## src/rtl/arcade_input_pkg.sv

```systemverilog
// Shared constants for arcade_input_mux: joystick word layout, PS/2 keymap
// and the coin shaper state type.
package arcade_input_pkg;

  localparam int JB_R    = 0;
  localparam int JB_L    = 1;
  localparam int JB_D    = 2;
  localparam int JB_U    = 3;
  localparam int JB_BTN0 = 4;

  // Scancodes are 9 bits wide; bit 8 marks an E0-prefixed (extended) key.
  localparam logic [8:0] SC_P1_RIGHT   = 9'h174;
  localparam logic [8:0] SC_P1_LEFT    = 9'h16B;
  localparam logic [8:0] SC_P1_DOWN    = 9'h172;
  localparam logic [8:0] SC_P1_UP      = 9'h175;
  localparam logic [8:0] SC_P1_BTN0_A  = 9'h029;
  localparam logic [8:0] SC_P1_BTN0_B  = 9'h014;
  localparam logic [8:0] SC_P1_BTN1    = 9'h011;
  localparam logic [8:0] SC_P1_START_A = 9'h016;
  localparam logic [8:0] SC_P1_START_B = 9'h005;
  localparam logic [8:0] SC_P1_COIN    = 9'h02E;
  localparam logic [8:0] SC_P2_UP      = 9'h02D;
  localparam logic [8:0] SC_P2_DOWN    = 9'h02B;
  localparam logic [8:0] SC_P2_LEFT    = 9'h023;
  localparam logic [8:0] SC_P2_RIGHT   = 9'h034;
  localparam logic [8:0] SC_P2_BTN0    = 9'h01C;
  localparam logic [8:0] SC_P2_BTN1    = 9'h01B;
  localparam logic [8:0] SC_P2_START_A = 9'h01E;
  localparam logic [8:0] SC_P2_START_B = 9'h006;
  localparam logic [8:0] SC_P2_COIN    = 9'h036;

  // Bit positions inside a keyboard latch word, independent of NUM_BUTTONS.
  localparam int KR_R     = 0;
  localparam int KR_L     = 1;
  localparam int KR_D     = 2;
  localparam int KR_U     = 3;
  localparam int KR_BTN0  = 4;
  localparam int KR_BTN1  = 5;
  localparam int KR_START = 6;
  localparam int KR_COIN  = 7;

  typedef enum logic [1:0] {IDLE, PULSE, HOLD} coin_state_t;

  typedef struct packed {
    logic       hit;
    logic       player;
    logic [2:0] role;
  } key_map_t;

  function automatic key_map_t key_lookup(input logic [8:0] code);
    key_map_t m;
    m = '0;
    m.hit = 1'b1;
    case (code)
      SC_P1_RIGHT:                  m.role = 3'(KR_R);
      SC_P1_LEFT:                   m.role = 3'(KR_L);
      SC_P1_DOWN:                   m.role = 3'(KR_D);
      SC_P1_UP:                     m.role = 3'(KR_U);
      SC_P1_BTN0_A, SC_P1_BTN0_B:   m.role = 3'(KR_BTN0);
      SC_P1_BTN1:                   m.role = 3'(KR_BTN1);
      SC_P1_START_A, SC_P1_START_B: m.role = 3'(KR_START);
      SC_P1_COIN:                   m.role = 3'(KR_COIN);
      SC_P2_RIGHT:                  begin m.player = 1'b1; m.role = 3'(KR_R);     end
      SC_P2_LEFT:                   begin m.player = 1'b1; m.role = 3'(KR_L);     end
      SC_P2_DOWN:                   begin m.player = 1'b1; m.role = 3'(KR_D);     end
      SC_P2_UP:                     begin m.player = 1'b1; m.role = 3'(KR_U);     end
      SC_P2_BTN0:                   begin m.player = 1'b1; m.role = 3'(KR_BTN0);  end
      SC_P2_BTN1:                   begin m.player = 1'b1; m.role = 3'(KR_BTN1);  end
      SC_P2_START_A, SC_P2_START_B: begin m.player = 1'b1; m.role = 3'(KR_START); end
      SC_P2_COIN:                   begin m.player = 1'b1; m.role = 3'(KR_COIN);  end
      default:                      m.hit = 1'b0;
    endcase
    return m;
  endfunction

endpackage

```

## src/rtl/coin_shaper.sv

```systemverilog
// Turns a coin request level into a single fixed-width pulse; a new pulse
// needs the request to drop and rise again after the previous one.
//   state | meaning
//   IDLE  | waiting for a rising edge of coin_req
//   PULSE | coin_o high, counting COIN_PULSE cycles down to 0
//   HOLD  | pulse done, request still held; wait for release
module coin_shaper
  import arcade_input_pkg::*;
#(
  parameter int COIN_PULSE = 400000
) (
  input  logic clk_sys,
  input  logic reset_n,
  input  logic coin_req,
  output logic coin_o
);

  localparam int CW = $clog2(COIN_PULSE + 1);

  coin_state_t   state_q;
  logic [CW-1:0] cnt_q;
  logic          req_prev_q;
  logic          coin_q;

  always_ff @(posedge clk_sys) begin
    if (!reset_n) begin
      state_q    <= IDLE;
      cnt_q      <= '0;
      req_prev_q <= 1'b0;
      coin_q     <= 1'b0;
    end else begin
      req_prev_q <= coin_req;
      case (state_q)
        IDLE: begin
          if (coin_req && !req_prev_q) begin
            state_q <= PULSE;
            cnt_q   <= CW'(COIN_PULSE - 1);
            coin_q  <= 1'b1;
          end
        end
        PULSE: begin
          if (cnt_q == '0) begin
            coin_q  <= 1'b0;
            state_q <= coin_req ? HOLD : IDLE;
          end else begin
            cnt_q <= cnt_q - 1'b1;
          end
        end
        HOLD: begin
          if (!coin_req) state_q <= IDLE;
        end
        default: state_q <= IDLE;
      endcase
    end
  end

  assign coin_o = coin_q;

endmodule

```

## src/rtl/arcade_input_mux.sv

```systemverilog
// Per-player input front end: merges PS/2 keys, USB and DB9 joysticks into
// registered directions/buttons/start/coin with SOCD, autofire and coin shaping.
module arcade_input_mux
  import arcade_input_pkg::*;
#(
  parameter int NUM_PLAYERS  = 2,
  parameter int NUM_BUTTONS  = 2,
  parameter int COIN_PULSE   = 400000,
  parameter int AUTOFIRE_DIV = 2000000,
  parameter int COMBO_COIN   = 1
) (
  input  logic                               clk_sys,
  input  logic                               reset_n,
  input  logic [10:0]                        ps2_key,
  input  logic [16*NUM_PLAYERS-1:0]          joy_usb,
  input  logic [16*NUM_PLAYERS-1:0]          joy_db9,
  input  logic [NUM_PLAYERS-1:0]             db9_sel,
  input  logic                               socd_en,
  input  logic [NUM_PLAYERS-1:0]             af_en,
  output logic [4*NUM_PLAYERS-1:0]           dir_out,
  output logic [NUM_BUTTONS*NUM_PLAYERS-1:0] btn_out,
  output logic [NUM_PLAYERS-1:0]             start_out,
  output logic [NUM_PLAYERS-1:0]             coin_out
);

  localparam int NB      = NUM_BUTTONS;
  localparam int B_START = JB_BTN0 + NB;
  localparam int B_COIN  = JB_BTN0 + NB + 1;
  localparam int RAW_W   = B_COIN + 1;
  localparam int AF_W    = $clog2(AUTOFIRE_DIV);

  logic            old_toggle_q, old_toggle_d;
  logic [1:0][7:0] key_q, key_d;
  logic [AF_W-1:0] af_cnt_q, af_cnt_d;
  logic            af_phase_q, af_phase_d;
  key_map_t        key_hit;

  always_comb begin
    key_hit      = key_lookup(ps2_key[8:0]);
    key_d        = key_q;
    old_toggle_d = ps2_key[10];
    if ((ps2_key[10] != old_toggle_q) && key_hit.hit)
      key_d[key_hit.player][key_hit.role] = ps2_key[9];

    af_cnt_d   = af_cnt_q + 1'b1;
    af_phase_d = af_phase_q;
    if (af_cnt_q == AF_W'(AUTOFIRE_DIV - 1)) begin
      af_cnt_d   = '0;
      af_phase_d = ~af_phase_q;
    end
  end

  always_ff @(posedge clk_sys) begin
    if (!reset_n) begin
      old_toggle_q <= ps2_key[10];
      key_q        <= '0;
      af_cnt_q     <= '0;
      af_phase_q   <= 1'b0;
    end else begin
      old_toggle_q <= old_toggle_d;
      key_q        <= key_d;
      af_cnt_q     <= af_cnt_d;
      af_phase_q   <= af_phase_d;
    end
  end

  for (genvar p = 0; p < NUM_PLAYERS; p++) begin : g_player
    logic [RAW_W-1:0] joy_sel, key_word, raw;
    logic             up, down, left, right, combo, coin_req, coin_pulse;
    logic [3:0]       dir_d, dir_q;
    logic [NB-1:0]    btn_d, btn_q;
    logic             start_d, start_q, coin_d, coin_q;

    // Only P1/P2 have keyboard maps; latch bits land in the joystick layout.
    if (p < 2) begin : g_key
      always_comb begin
        key_word               = '0;
        key_word[JB_R]         = key_q[p][KR_R];
        key_word[JB_L]         = key_q[p][KR_L];
        key_word[JB_D]         = key_q[p][KR_D];
        key_word[JB_U]         = key_q[p][KR_U];
        key_word[JB_BTN0]      = key_q[p][KR_BTN0];
        if (NB > 1)
          key_word[JB_BTN0 + 1] = key_q[p][KR_BTN1];
        key_word[B_START]      = key_q[p][KR_START];
        key_word[B_COIN]       = key_q[p][KR_COIN];
      end
    end else begin : g_no_key
      assign key_word = '0;
    end

    always_comb begin
      joy_sel  = db9_sel[p] ? joy_db9[p*16 +: RAW_W] : joy_usb[p*16 +: RAW_W];
      raw      = joy_sel | key_word;
      up       = raw[JB_U] & ~(socd_en & raw[JB_D]);
      down     = raw[JB_D] & ~(socd_en & raw[JB_U]);
      left     = raw[JB_L] & ~(socd_en & raw[JB_R]);
      right    = raw[JB_R] & ~(socd_en & raw[JB_L]);
      combo    = (COMBO_COIN != 0) && raw[B_START] && raw[JB_BTN0];
      coin_req = raw[B_COIN] | combo;
      dir_d    = {up, down, left, right};
      btn_d    = raw[JB_BTN0 +: NB];
      if (af_en[p]) btn_d[0] = raw[JB_BTN0] & af_phase_q;
      // Start is hidden while it is being used as half of the coin combo.
      start_d  = raw[B_START] & ~combo;
      coin_d   = coin_pulse;
    end

    coin_shaper #(
      .COIN_PULSE(COIN_PULSE)
    ) u_coin (
      .clk_sys (clk_sys),
      .reset_n (reset_n),
      .coin_req(coin_req),
      .coin_o  (coin_pulse)
    );

    always_ff @(posedge clk_sys) begin
      if (!reset_n) begin
        dir_q   <= '0;
        btn_q   <= '0;
        start_q <= 1'b0;
        coin_q  <= 1'b0;
      end else begin
        dir_q   <= dir_d;
        btn_q   <= btn_d;
        start_q <= start_d;
        coin_q  <= coin_d;
      end
    end

    assign dir_out[4*p +: 4]   = dir_q;
    assign btn_out[NB*p +: NB] = btn_q;
    assign start_out[p]        = start_q;
    assign coin_out[p]         = coin_q;
  end

  logic unused_inputs;
  assign unused_inputs = ^{joy_usb, joy_db9, key_q};

endmodule

```

## config.mk

```make
export PLATFORM = sky130hd
export DESIGN_NAME = arcade_input_mux
export DESIGN_NICKNAME = d
export VERILOG_FILES = /design/src/rtl/arcade_input_pkg.sv /design/src/rtl/coin_shaper.sv /design/src/rtl/arcade_input_mux.sv
export SDC_FILE = /design/constraint.sdc
export NUM_CORES = 1
export LEC_CHECK = 0
export CELL_PAD_IN_SITES_DETAIL_PLACEMENT = 0
export CELL_PAD_IN_SITES_GLOBAL_PLACEMENT = 1
export CORE_MARGIN = 8
export CORE_UTILIZATION = 40
export CTS_BUF_LIST = sky130_fd_sc_hd__clkbuf_8
export DETAILED_ROUTE_END_ITERATION = 6
export PLACE_DENSITY_LB_ADDON = 0.25
export SYNTH_ARGS = -nofsm -noshare
export SYNTH_HDL_FRONTEND = slang
export SYNTH_SLANG_ARGS = --single-unit
```

## constraint.sdc

```tcl
create_clock -name clk_sys -period 4.2 [get_ports clk_sys]
set_input_delay 1.05 -clock clk_sys [delete_from_list [all_inputs] [get_ports clk_sys]]
set_output_delay 1.05 -clock clk_sys [all_outputs]
set_load 0.01 [all_outputs]
```

==> flow_summary.json, run 1 <==
{
  "placed_cells": 755,
  "die_w_microns": 127,
  "vias": 4139,
  "final_cells": 771,
  "io_pins": 98,
  "avgSynthCellArea_sq_um": 8.77,
  "finalWirelength_microns": 11700,
  "start_util_pct": 41.1,
  "drt_pass1_iterations": 4,
  "tightest_slew_ps": 981,
  "ys_types": 70,
  "power.switching_mw": 0.644,
  "setup.worst_path.end": "g_player[0].key_word[0]$_SDFFE_PN0P_",
  "cap_violations": 0,
  "p_int_mw": 1.46,
  "multi_input_area_sq_mm": 0.00271,
  "cts_sinks": 101,
  "r2r_setup_slack_ps": 1720,
  "dp_slack_ps": 594,
  "grt_pass1_wl_microns": 19600,
  "clk_pin_slew_ps": 90,
  "ir_drop_mv": 0.166,
  "via_per_inst": 5.37,
  "port_buffers": 65,
  "cts_inserted_buffers": 9,
  "ys.flop_type": "dfxtp_1",
  "p_leak_nw": 2.10,
  "synthArstFlopShare_pct": 0,
  "status": "finished, final reports clean",
  "cts_tree": "done",
  "power_per_cell_area_mw_per_mm2": 358,
  "seq_power_share_pct": 51.2,
  "hold_viol": 0,
  "clock.fmax_mhz": 312,
  "antenna_found_initial": 0,
  "swShare_pct": 30.6,
  "worst-setup-path-type": "input port to flip-flop",
  "die-area_sq_mm": 0.0161,
  "grt_max_degree": 29,
  "post-route-min-period_ps": 3210,
  "place.gp.congestion": 0.805,
  "seqCellArea_sq_mm": 0.00202,
  "rr_endpoint": "g_player[0].u_coin.cnt_q[17]$_SDFFE_PN0P_",
  "grt_pass1_vias": 4098,
  "worst_hold_path_type": "flip-flop to flip-flop",
  "post_cts_buffers": 0,
  "htreeDepth": 3,
  "tns_ps": 0,
  "crit_arrival_ps": 3510,
  "die_height_microns": 127,
  "crit_required_ps": 4500,
  "syn_inst": 562,
  "r2r_cells": 6,
  "slew_viol_final": 0,
  "drtIter0Drc": 252,
  "area_growth_pct": 19.2,
  "cts_resized": 0,
  "clock_latency_ps": 380,
  "antenna_left": 0,
  "drc": 0,
  "syn_area_sq_mm": 0.00493,
  "fin_ws_ps": 993,
  "cts.path.max_buffers": 2,
  "root_buffer": "clkbuf_8",
  "min_path_cells": 2,
  "fin_crit_sh_pct": 76.4,
  "rows": 40,
  "rsz0062_at_grt": "false",
  "cp-end-kind": "flip-flop",
  "synth_edf_count": 0,
  "core-area_sq_mm": 0.0120,
  "cp_max_fo": 16,
  "r2r_start": "g_player[0].u_coin.cnt_q[3]$_SDFFE_PN0P_",
  "yosys_warnings": 0,
  "ys_seq_area_share_pct": 41.0,
  "dpl.hpwl_microns": 8640,
  "layout_common_cells": "dfxtp_1 (101), clkdlybuf4s50_1 (65), nor2_1 (60)",
  "relSlewSlack_pct": 34.6,
  "final_nets": 704,
  "n_fill_cell": 1175,
  "critPathLaunch": "ps2_key[3]",
  "track_usage_pct": 14.8,
  "antenna_cells": 0,
  "final_common_cell": "dfxtp_1",
  "fin_skew_ps": 8.87,
  "hold_buffers": 0,
  "drive_gt1_share_pct": 6.89,
  "comb_power_share_pct": 20.9,
  "final_util_pct": 48.9,
  "syn-num-nets": 647,
  "drt-wirelength-per-cell_microns": 15.2,
  "p_clk_share_pct": 28.0,
  "grt.overflow.total": 0,
  "cp-start-kind": "input port",
  "synth_seq_cells": 101,
  "setup_violations": 0
}
==> metal layers <==
| layer | GRT usage (%) | wire length [microns] | up-vias |
|---|---|---|---|
| li1 | - | - | 2145 |
| met2 | 24.3 | 5500 | 65 |
| met3 | 5.28 | 714 | 11 |
| met4 | 5.88 | 194 | 0 |
| met1 | 17.3 | 5290 | 1918 |
| met5 | 0 | 0 | - |
==> stage by stage <==
stage	power (mW)	area [sq um]	hold WS, ps
floorplan	1.40	4930	424
global placement	1.53	5690	442
detailed placement	1.54	5690	451
CTS	2.14	5880	466
global route	2.23	5880	497
finish	2.10	5880	461
==> how the worst min path moves through the flow <==
stage | start | slack (ps) | endpoint
2_1_floorplan | g_player[1].u_coin.coin_o$_SDFFE_PN0P_ | 420 | g_player[1].coin_q$_SDFF_PN0_
6_report | g_player[0].key_word[0]$_SDFFE_PN0P_ | 460 | g_player[0].key_word[0]$_SDFFE_PN0P_
4_1_cts | g_player[1].key_word[6]$_SDFFE_PN0P_ | 470 | g_player[1].key_word[6]$_SDFFE_PN0P_
3_5_place_dp | g_player[1].u_coin.coin_o$_SDFFE_PN0P_ | 450 | g_player[1].coin_q$_SDFF_PN0_
3_3_place_gp | af_cnt_q[0]$_SDFF_PP0_ | 440 | af_cnt_q[0]$_SDFF_PP0_
5_1_grt | g_player[0].key_word[0]$_SDFFE_PN0P_ | 500 | g_player[0].key_word[0]$_SDFFE_PN0P_
==> state kept, by name, summed over array words and instances (netlist names), 2 cells and up <==
signal / count
g_player.start_q: 2
g_player.btn_q: 4
g_player.key_word: 16
g_player.u_coin.cnt_q: 38
af_cnt_q: 21
g_player.coin_q: 2
g_player.u_coin.state_q: 4
g_player.dir_q: 8
g_player.u_coin.coin_o: 2
g_player.u_coin.req_prev_q: 2
==> logic make-up (layout without fill, tap and decap cells) <==
| kind of cell | after synthesis | in the layout | synth area share, % |
|---|---|---|---|
| AOI/OAI and AO/OA | 123 | 123 | 18.9 |
| muxes | 6 | 6 | 1.24 |
| xor gates and xnor gates | 46 | 46 | 8.17 |
| adders and majority gates | 3 | 3 | 0.761 |
| DFF | 101 | 101 | 41.0 |
| and+or+nand+nor | 241 | 241 | 26.0 |
| buffers and inverters | 42 | 104 | 3.98 |
==> area by class of cell <==
type,count,share of cell area [%]
Clock buffer,10,2.34
Clock inverter,6,0.809
Inverter,13,0.830
Multi-Input combinational cell,419,46.1
Sequential cell,101,34.4
Tap cell,147,3.13
Timing Repair Buffer,75,12.3
==> power groups by stage <==
stage	Sequential (mW)	Combinational, mW	Clock (mW)
global placement	1.09	0.435	0
floorplan	1.09	0.308	0
global route	1.09	0.492	0.649
finish	1.08	0.439	0.588
detailed placement	1.10	0.440	0
CTS	1.08	0.442	0.622
==> worst max-delay path: stages <==
cell and delay, ps:
clkdlybuf4s50_1 710, and3b_1 340, o211ai_1 150, a31o_2 210, nand3_1 360, nor4b_1 480
mux2i_1 220
==> cells in the mapped netlist (3+ instances only) <==
cell type,n,area [sq um]
a211oi_1,11,82.6
o211ai_2,4,50.1
inv_1,12,45.0
o211ai_1,10,75.1
a311oi_1,4,35.0
nand2_1,36,135
nor2_1,60,225
xor2_1,32,280
mux2i_1,5,50.1
xnor2_1,14,123
o41ai_1,6,52.6
a21oi_1,28,140
and3b_1,3,26.3
nor4_1,12,75.1
and2_1,7,43.8
clkbuf_1,16,60.1
and3_1,4,25.0
o21a_1,5,37.5
dfxtp_1,101,2020
ha_1,3,37.5
o31ai_1,6,45.0
or3_1,5,31.3
nand3_1,21,105
buf_2,4,20.0
nand2b_1,8,50.1
o31a_1,3,26.3
buf_1,3,11.3
nand3b_1,3,22.5
a211o_1,8,70.1
o21ai_0,10,50.1
nand4_1,14,87.6
nor3_1,20,100
nor4b_1,3,26.3
o311ai_0,6,52.6
nor2b_1,27,169
nand4b_1,4,35.0
buf_4,4,30.0
Note: power is estimated with default switching activity, not from simulation.
==> inputs of run 2 (changes only) <==
Settings changed: CORE_UTILIZATION 40 to 36.
Clock period 4.2 ns to 2.9 ns, I/O delays scaled along.
==> run 2 against run 1 <==
  * Register-to-register slack worse by 1300 ps
  * Wire length up 3.3%
  * Count of clock-buffer cells in the layout is 1 lower
  * Clock skew is 0.81 ps higher
  * Sequential share of layout area shrank 2.0 points
  * Sequential cell count unchanged
  * Final cell count up 7.5%
  * Cell area grew 6.2%
  * Hold slack improved by 1.1 ps
  * First-iteration DRC count fell by 40%
==> flow_summary.json, run 2 (same netlist as run 1, synthesis figures left out) <==
{
  "power_per_cell_area_mw_per_mm2": 531,
  "drtIter0Drc": 151,
  "r2r_cells": 6,
  "power.total_mw": 3.31,
  "final_area_sq_mm": 0.00624,
  "area_growth_pct": 26.6,
  "largest_reg_flops": 38,
  "fin_crit_sh_pct": 92.4,
  "root_buffer": "clkbuf_8",
  "dp_slack_ps": -140,
  "crit_required_ps": 3140,
  "grt_pass1_wl_microns": 20500,
  "drc": 0,
  "vias": 4329,
  "antenna_left": 0,
  "drt_pass1_iterations": 4,
  "grt_pass1_vias": 4305,
  "ir_drop_mv": 0.283,
  "rows": 42,
  "status": "finished, final reports clean",
  "start_util_pct": 37.1,
  "fin_ws_ps": 221,
  "final_util_pct": 47.0,
  "grt.overflow.total": 0,
  "port_buffers": 65,
  "final_cells": 829,
  "multi_input_area_sq_mm": 0.00272,
  "via_per_inst": 5.22,
  "cts_tree": "done",
  "tightest_slew_ps": 747,
  "antenna_cells": 0,
  "cts.path.max_buffers": 2,
  "slew_viol_final": 0,
  "seqCellArea_sq_mm": 0.00202,
  "antenna_found_initial": 0,
  "cts_sinks": 101,
  "setup.worst_path.end": "g_player[0].key_word[5]$_SDFFE_PN0P_",
  "placed_cell_area_sq_mm": 0.00600,
  "io_pins": 98,
  "hold_ws_ps": 462,
  "finalWirelength_microns": 12100,
  "clock_latency_ps": 370,
  "grt_max_degree": 42,
  "layout_common_cells": "dfxtp_1 (101), clkdlybuf4s50_1 (65), nor2_1 (60)",
  "placed_cells": 813,
  "clk_pin_slew_ps": 90,
  "cp_max_fo": 6,
  "n_fill_cell": 1301,
  "final_common_cell": "dfxtp_1",
  "final_nets": 733,
  "fin_skew_ps": 9.68,
  "relSlewSlack_pct": 50.2,
  "cp-start-kind": "input port",
  "crit_arrival_ps": 2920,
  "rsz0062_at_grt": "false",
  "htreeDepth": 3,
  "cts_inserted_buffers": 9,
  "cp-end-kind": "flip-flop",
  "drt-wirelength-per-cell_microns": 14.6,
  "core-area_sq_mm": 0.0133,
  "dpl.hpwl_microns": 8940,
  "drive_gt1_share_pct": 11.2,
  "cap_violations": 0,
  "post-route-min-period_ps": 2680,
  "r2r_start": "g_player[0].u_coin.cnt_q[3]$_SDFFE_PN0P_",
  "worst_hold_path_type": "flip-flop to flip-flop",
  "worst-setup-path-type": "input port to flip-flop",
  "place.gp.congestion": 0.824,
  "r2r_setup_slack_ps": 410,
  "setup_violations": 0,
  "hold_viol": 0,
  "clock.fmax_mhz": 373,
  "critPathLaunch": "ps2_key[5]",
  "rr_endpoint": "g_player[0].u_coin.cnt_q[9]$_SDFFE_PN0P_",
  "tns_ps": 0,
  "p_leak_nw": 2.29,
  "top_register": "g_player.u_coin.cnt_q",
  "die-area_sq_mm": 0.0177,
  "track_usage_pct": 14.0,
  "die_w_microns": 133,
  "die_height_microns": 133
}
==> run 2: routing by layer <==
| metal | share of wire [%] | up-vias | global-route usage, % |
|---|---|---|---|
| li1 | - | 2214 | - |
| met2 | 45 | 83 | 22.8 |
| met5 | 0 | - | 0 |
| met4 | 0.86 | 0 | 4.16 |
| met1 | 46 | 2022 | 16.2 |
| met3 | 7.4 | 10 | 5.87 |
==> run 2: what timing repair did <==
item	4_1_cts	5_1_grt
gates resized for setup	0	1
setup endpoints to repair	0	1
buffers inserted	0	0
hold buffers	0	0
==> run 2: worst min-delay path by stage <==
stage,startpoint,endpoint,depth (start not counted)
after global routing,g_player[0].key_word[0]$_SDFFE_PN0P_,g_player[0].key_word[0]$_SDFFE_PN0P_,2
after CTS,g_player[0].key_word[0]$_SDFFE_PN0P_,g_player[0].key_word[0]$_SDFFE_PN0P_,2
final,g_player[0].key_word[0]$_SDFFE_PN0P_,g_player[0].key_word[0]$_SDFFE_PN0P_,2
after global placement,af_cnt_q[0]$_SDFF_PP0_,af_cnt_q[0]$_SDFF_PP0_,1
after detailed placement,g_player[0].key_word[0]$_SDFFE_PN0P_,g_player[0].key_word[0]$_SDFFE_PN0P_,2
after floorplan,g_player[1].u_coin.coin_o$_SDFFE_PN0P_,g_player[1].coin_q$_SDFF_PN0_,1
==> run 2: where the power goes <==
part | switching, mW | internal [mW] | total, mW
clock | 0.486 | 0.570 | 1.06
combinational | 0.362 | 0.336 | 0.698
sequential | 0.0771 | 1.48 | 1.56
==> run 2: layout make-up <==
type | instances | area share [%]
tap | 176 | 3.53
multi-input combinational | 419 | 43.6
clock buffer | 9 | 1.98
timing repair buffer | 104 | 15.9
clock inverter | 7 | 1.84
sequential | 101 | 32.4
inverter | 13 | 0.782
==> run 2: critical path, stage by stage <==
cell             delay, ps
clkdlybuf4s50_1        550
and4bb_2               290
buf_4                  140
a32oi_1                 50
o32ai_1                280
nor3_1                 170
buf_4                  190
o311ai_0               370
o41ai_1                140
